<file path="src/rtl/conv3d_ctrl.sv">
// conv3d_ctrl: sequencing FSM for the 3-channel 3D-convolution datapath (load, then two filter passes).
// Optional stall counter output is enabled by defining CONV3D_CTRL_STALL_CNT_EN.
module conv3d_ctrl #(
  parameter int unsigned ACT_WORDS = 81,
  parameter int unsigned FLT_WORDS = 9,
  parameter int unsigned MAC_LAT   = 1
) (
  input  logic        clk,
  input  logic        rst_n,
  input  logic        start,
  input  logic        s_valid,
  output logic        s_ready,
  input  logic        one_window_done,
  input  logic        one_row_done,
  input  logic        done_row,
  output logic        rst_data,
  output logic        rst_mac,
  output logic        rst_cnt_col,
  output logic        rst_cnt_row,
  output logic        rst_cnt_win,
  output logic        ld,
  output logic        lf_0,
  output logic        lf_1,
  output logic        cen_cnt_win,
  output logic        l_mac,
  output logic        sel,
  output logic        y_valid,
  input  logic        y_ready,
  output logic        y_last,
`ifdef CONV3D_CTRL_STALL_CNT_EN
  output logic [15:0] stall_cnt,
`endif
  output logic        busy,
  output logic        done
);

  localparam int unsigned TotalWords = ACT_WORDS + 2 * FLT_WORDS;
  localparam int unsigned LcW        = $clog2(TotalWords + 1);

  localparam logic [3:0] StIdle  = 4'd0;
  localparam logic [3:0] StInit  = 4'd1;
  localparam logic [3:0] StLoad  = 4'd2;
  localparam logic [3:0] StClr   = 4'd3;
  localparam logic [3:0] StComp  = 4'd4;
  localparam logic [3:0] StDrain = 4'd5;
  localparam logic [3:0] StOut   = 4'd6;
  localparam logic [3:0] StSwap  = 4'd7;
  localparam logic [3:0] StFin   = 4'd8;

  logic [3:0]     state_q, state_d;
  logic [LcW-1:0] lc_q, lc_d;
  logic [1:0]     dc_q, dc_d;
  logic           sel_q, sel_d;
  logic           last_win_q, last_win_d;

  assign sel = sel_q;

  always_comb begin
    state_d     = state_q;
    lc_d        = lc_q;
    dc_d        = dc_q;
    sel_d       = sel_q;
    last_win_d  = last_win_q;
    rst_data    = 1'b0;
    rst_mac     = 1'b0;
    rst_cnt_col = 1'b0;
    rst_cnt_row = 1'b0;
    rst_cnt_win = 1'b0;
    ld          = 1'b0;
    lf_0        = 1'b0;
    lf_1        = 1'b0;
    cen_cnt_win = 1'b0;
    l_mac       = 1'b0;
    s_ready     = 1'b0;
    y_valid     = 1'b0;
    y_last      = 1'b0;
    busy        = 1'b1;
    done        = 1'b0;
    unique case (state_q)
      StIdle: begin
        busy        = 1'b0;
        rst_data    = 1'b1;
        rst_mac     = 1'b1;
        rst_cnt_col = 1'b1;
        rst_cnt_row = 1'b1;
        rst_cnt_win = 1'b1;
        if (start) state_d = StInit;
      end
      StInit: begin
        rst_data    = 1'b1;
        rst_mac     = 1'b1;
        rst_cnt_col = 1'b1;
        rst_cnt_row = 1'b1;
        rst_cnt_win = 1'b1;
        lc_d        = '0;
        state_d     = StLoad;
      end
      StLoad: begin
        rst_mac     = 1'b1;
        rst_cnt_col = 1'b1;
        rst_cnt_row = 1'b1;
        rst_cnt_win = 1'b1;
        s_ready     = 1'b1;
        if (s_valid) begin
          // Word order on the stream: activations, then filter 0, then filter 1.
          if (32'(lc_q) < ACT_WORDS)                  ld   = 1'b1;
          else if (32'(lc_q) < ACT_WORDS + FLT_WORDS) lf_0 = 1'b1;
          else                                        lf_1 = 1'b1;
          lc_d = lc_q + LcW'(1);
          if (32'(lc_q) == TotalWords - 1) state_d = StClr;
        end
      end
      StClr: begin
        rst_mac     = 1'b1;
        rst_cnt_win = 1'b1;
        state_d     = StComp;
      end
      StComp: begin
        cen_cnt_win = 1'b1;
        l_mac       = 1'b1;
        if (one_window_done) begin
          last_win_d = one_row_done & done_row;
          dc_d       = '0;
          state_d    = (MAC_LAT == 0) ? StOut : StDrain;
        end
      end
      StDrain: begin
        if (dc_q == 2'(MAC_LAT - 1)) state_d = StOut;
        else                          dc_d    = dc_q + 2'd1;
      end
      StOut: begin
        y_valid = 1'b1;
        y_last  = last_win_q;
        if (y_ready) begin
          if (!last_win_q) state_d = StClr;
          else if (!sel_q) state_d = StSwap;
          else             state_d = StFin;
        end
      end
      StSwap: begin
        // Second pass reuses the loaded activations and filters; only counters and MAC restart.
        rst_mac     = 1'b1;
        rst_cnt_col = 1'b1;
        rst_cnt_row = 1'b1;
        rst_cnt_win = 1'b1;
        sel_d       = 1'b1;
        last_win_d  = 1'b0;
        state_d     = StClr;
      end
      StFin: begin
        busy        = 1'b0;
        done        = 1'b1;
        rst_mac     = 1'b1;
        rst_cnt_col = 1'b1;
        rst_cnt_row = 1'b1;
        rst_cnt_win = 1'b1;
        sel_d       = 1'b0;
        last_win_d  = 1'b0;
        state_d     = StIdle;
      end
      default: state_d = StIdle;
    endcase
  end

  always_ff @(posedge clk or negedge rst_n) begin
    if (!rst_n) begin
      state_q    <= StIdle;
      lc_q       <= '0;
      dc_q       <= '0;
      sel_q      <= 1'b0;
      last_win_q <= 1'b0;
    end else begin
      state_q    <= state_d;
      lc_q       <= lc_d;
      dc_q       <= dc_d;
      sel_q      <= sel_d;
      last_win_q <= last_win_d;
    end
  end

`ifdef CONV3D_CTRL_STALL_CNT_EN
  logic [15:0] stall_q, stall_d;

  assign stall_cnt = stall_q;

  always_comb begin
    stall_d = stall_q;
    if (state_q == StInit) begin
      stall_d = '0;
    end else if (((state_q == StLoad && !s_valid) || (state_q == StOut && !y_ready)) &&
                 stall_q != 16'hFFFF) begin
      stall_d = stall_q + 16'd1;
    end
  end

  always_ff @(posedge clk or negedge rst_n) begin
    if (!rst_n) stall_q <= '0;
    else        stall_q <= stall_d;
  end
`endif

endmodule
</file>
<file path="config.mk">
export PLATFORM = sky130hd
export DESIGN_NAME = conv3d_ctrl
export DESIGN_NICKNAME = d
export VERILOG_FILES = /design/src/rtl/conv3d_ctrl.sv
export SDC_FILE = /design/constraint.sdc
export NUM_CORES = 1
export LEC_CHECK = 0
export BUFFER_PORTS_ARGS = -buffer_cell sky130_fd_sc_hd__buf_2
export CELL_PAD_IN_SITES_DETAIL_PLACEMENT = 1
export CELL_PAD_IN_SITES_GLOBAL_PLACEMENT = 2
export CORE_MARGIN = 2
export CORE_UTILIZATION = 28
export CTS_BUF_LIST = sky130_fd_sc_hd__clkbuf_16
export CTS_CLUSTER_DIAMETER = 100
export DETAILED_ROUTE_END_ITERATION = 10
export PLACE_DENSITY = 0.8
export SYNTH_ARGS = -nofsm -noshare
export SYNTH_HDL_FRONTEND = slang
export SYNTH_SLANG_ARGS = --single-unit
export TNS_END_PERCENT = 100
</file>
<file path="constraint.sdc">
create_clock -name clk -period 1.5 [get_ports clk]
set_clock_uncertainty 0.1 [all_clocks]
set_input_delay 0.15 -clock clk [delete_from_list [all_inputs] [get_ports clk]]
set_output_delay 0.15 -clock clk [all_outputs]
set_load 0.02 [all_outputs]
</file>
==> out/results.ini <==
[outcome]
violations = setup timing
status = finished with violations

[global_route]
grt_max_degree = 16
grt_overflow = 0
grt_use_total_pct = 23.6
antenna_found_initial = 0
grt_pass1_wl_um = 7800
grt_pass1_vias = 1534

[detailed_routing]
wl_um = 5190
drc = 0
ant_nets = 0
viasPerCell = 5.26
num_vias = 1325
wire_per_inst_um = 20.6
route.top_layer_used = met4
drt-met1-wl_um = 2030
wl_met3_um = 191
drt-pass1-iter-count = 4
drt_iter0_markers = 55
wl_met2_um = 2870

[pwr]
power.share.sequential_pct = 15.4
internal_power_mw = 2.41
peakVddDrop_mv = 1.29
p_clk_share_pct = 12.7
powerDensity_nw_per_um2 = 1970
p_sw_mw = 1.86
p_leak_nw = 0.933
p_sw_share_pct = 43.5
power_frac_comb_pct = 71.9

[cts]
clk_pin_slew_ns = 0.05
cts_max_level = 1
root_buffer = clkbuf_16
cts_tree = yes
cts.sink_count = 15
cts-buffers-inserted = 3
clk_latency_ns = 0.26
cts_buffer_depth = 2

[setup_path]
cp.arrival_ns = 1.60
crit_buf_inv = 3
crit_family = buffers and inverters
crit_type = register to primary output
crit_fanout = 6
cpPeakStageDelay_ns = 0.43
r2r_slack_ns = -0.28
crit_path_end_kind = primary output
crit_path_start_kind = register
worst_path_max_delay_cell = dfrtp_2
crit_chain = buf_4, or2b_4, buf_8, nor3_4, buf_6
worstPathRequired_ns = 1.25

[sta]
hold_viol_final = 0
clock.fmax_mhz = 540
fin_crit_ns = 1.85
slew-limit-headroom_pct = 73.8
holdWs_ns = 0.143
worst_pin_slew_ns = 0.393
setup_violations = 28
fin_crit_sh_pct = 123
fin_setup_tns_ns = -6.31
setup_ws_ns = -0.351
rsz0062_at_grt = yes
final_max_slew_viol_count = 0

[synthesis]
synth_cells = 128
avgSynthCellArea_um2 = 8.75
synth_area_um2 = 1120
synth.yosys.seq_area_share_pct = 33.5
synth_nets = 139
synthDistinctLibCells = 42
synth_warnings = 0
ys_seq_elements = 15

[floorplan]
die_y_um = 67.2
rows = 22
die_w_um = 67.2
start_util_pct = 29.9
die_area_um2 = 4520
coreArea_um2 = 3740
io_pins = 24

[layout]
multi_input_area_um2 = 900
n_fill_cell = 424
diodes = 0
drive_gt1_share_pct = 63.7
finalInstanceArea_um2 = 2160
nets = 216
ff_latch_area_um2 = 380
final_common_cell = buf_4
syn_to_final_growth_pct = 93.2
final_cell_mix = 48 x buf_4, 22 x buf_6, 11 x dfrtp_1

[placed_design]
placed_cell_area_um2 = 1570
io_buffer_count = 23
place.gp.congestion = 0.896
dp_hpwl_um = 2880

[worst_hold_path]
hold_class = input pin to register

[run]
cap_violations = 0

==> synth_stat cells (all sizes together) <==
library cell / instances / area, µm²
a41oi: 1 / 8.76
nand4b: 1 / 8.76
nand3: 3 / 15.0
a2111oi: 1 / 27.5
ha: 3 / 37.5
a22o: 1 / 8.76
nand2b: 1 / 6.26
dfrtp: 15 / 375
o21a: 2 / 15.0
or2b: 2 / 18.8
nand2: 7 / 26.3
nor4: 4 / 25.0
xor2: 4 / 35.0
o41ai: 2 / 17.5
o21ai: 10 / 50.1
nor3b: 2 / 15.0
and4: 1 / 8.76
nor4b: 1 / 23.8
xnor2: 1 / 8.76
a31oi: 1 / 6.26
nand4: 5 / 31.3
clkbuf: 1 / 3.75
and3: 1 / 6.26
a211oi: 1 / 12.5
inv: 7 / 26.3
o41a: 1 / 11.3
or3: 2 / 12.5
and2: 4 / 25.0
nand3b: 2 / 15.0
nor3: 5 / 25.0
o2bb2ai: 1 / 8.76
o31ai: 3 / 22.5
nor2b: 3 / 18.8
a21oi: 6 / 30.0
nor2: 10 / 37.5
buf: 10 / 72.6
o22ai: 2 / 12.5
maj3: 1 / 10.0
==> sequential cells by signal, summed over array words and instances, names as in the netlist <==
| name | flops |
|---|---|
| dc_q | 2 |
| sel | 1 |
| last_win_q | 1 |
| lc_q | 7 |
| state_q | 4 |
==> power groups by stage <==
stage                     Sequential (mW)  Clock (mW)  Combinational [mW]
after floorplan                     0.618           0                1.34
after global placement              0.636           0                1.82
after detailed placement            0.650           0                1.89
after CTS                           0.643       0.550                2.63
after global routing                0.671       0.579                3.25
final                               0.656       0.543                3.07
==> worst min-delay path, delay by kind of cell <==
kind,cells,cell delay (ns)
AND/OR/NAND/NOR,1,0.11
AO/OA/AOI/OAI,1,0.10
buffers and inverters,1,0.09
==> metal layers <==
layer	global-route usage, %	vias up
met1	25.5	670
met4	7.14	0
met2	44.2	28
met3	6.67	9
li1	-	618
met5	0	-
==> timing repair <==
action / CTS / global route
setup buffers: 19 / 5
hold buffers: 1 / 0
endpoints found under the hold margin: 15 / 0
resized for setup: 63 / 25
endpoints found under the setup margin: 28 / 29
pin swaps: 16 / 15
==> final timing paths <==
path | start | end | cells past startpoint
worst max register to register | state_q[3]$_DFFE_PN0P_ | state_q[3]$_DFFE_PN0P_ | 7
worst min register to register | state_q[0]$_DFFE_PN0P_ | lc_q[1]$_DFFE_PN0P_ | 1
min in group asynchronous | rst_n | lc_q[4]$_DFFE_PN0P_ | 2
max in group asynchronous | rst_n | state_q[2]$_DFFE_PN0P_ | 2
worst max-delay path | state_q[3]$_DFFE_PN0P_ | cen_cnt_win | 5
worst min-delay path | done_row | last_win_q$_DFFE_PN0P_ | 3
==> kinds of logic (layout without fill, tap and decap cells) <==
family	after synthesis	in the layout	synth area share (%)
xor+xnor	5	5	3.91
compound gates	32	32	20.7
flops	15	15	33.5
fa+ha+maj	4	4	4.25
simple gates	54	54	28.5
buf+inv	18	94	9.16
==> layout make-up <==
cell class,count,share of cell area (%)
multi-input cells,95,41.6
repair buffers,83,33.0
flip-flops and latches,15,17.6
clock buffers,3,3.47
well taps,48,2.78
inverters,7,1.45
clock inverters,1,0.174
==> metrics by stage <==
stage               cells  power, mW  setup slack (ns)  util [%]
detailed placement    224       2.54            -0.270      41.9
floorplan             128       1.95            -0.273         -
global placement      224       2.46            -0.183      41.9
global route          252       4.50            -0.402      57.8
CTS                   247       3.82            -0.325      53.9
finish                252       4.27            -0.351      57.8
No activity file was read; power rests on OpenSTA's default activity.
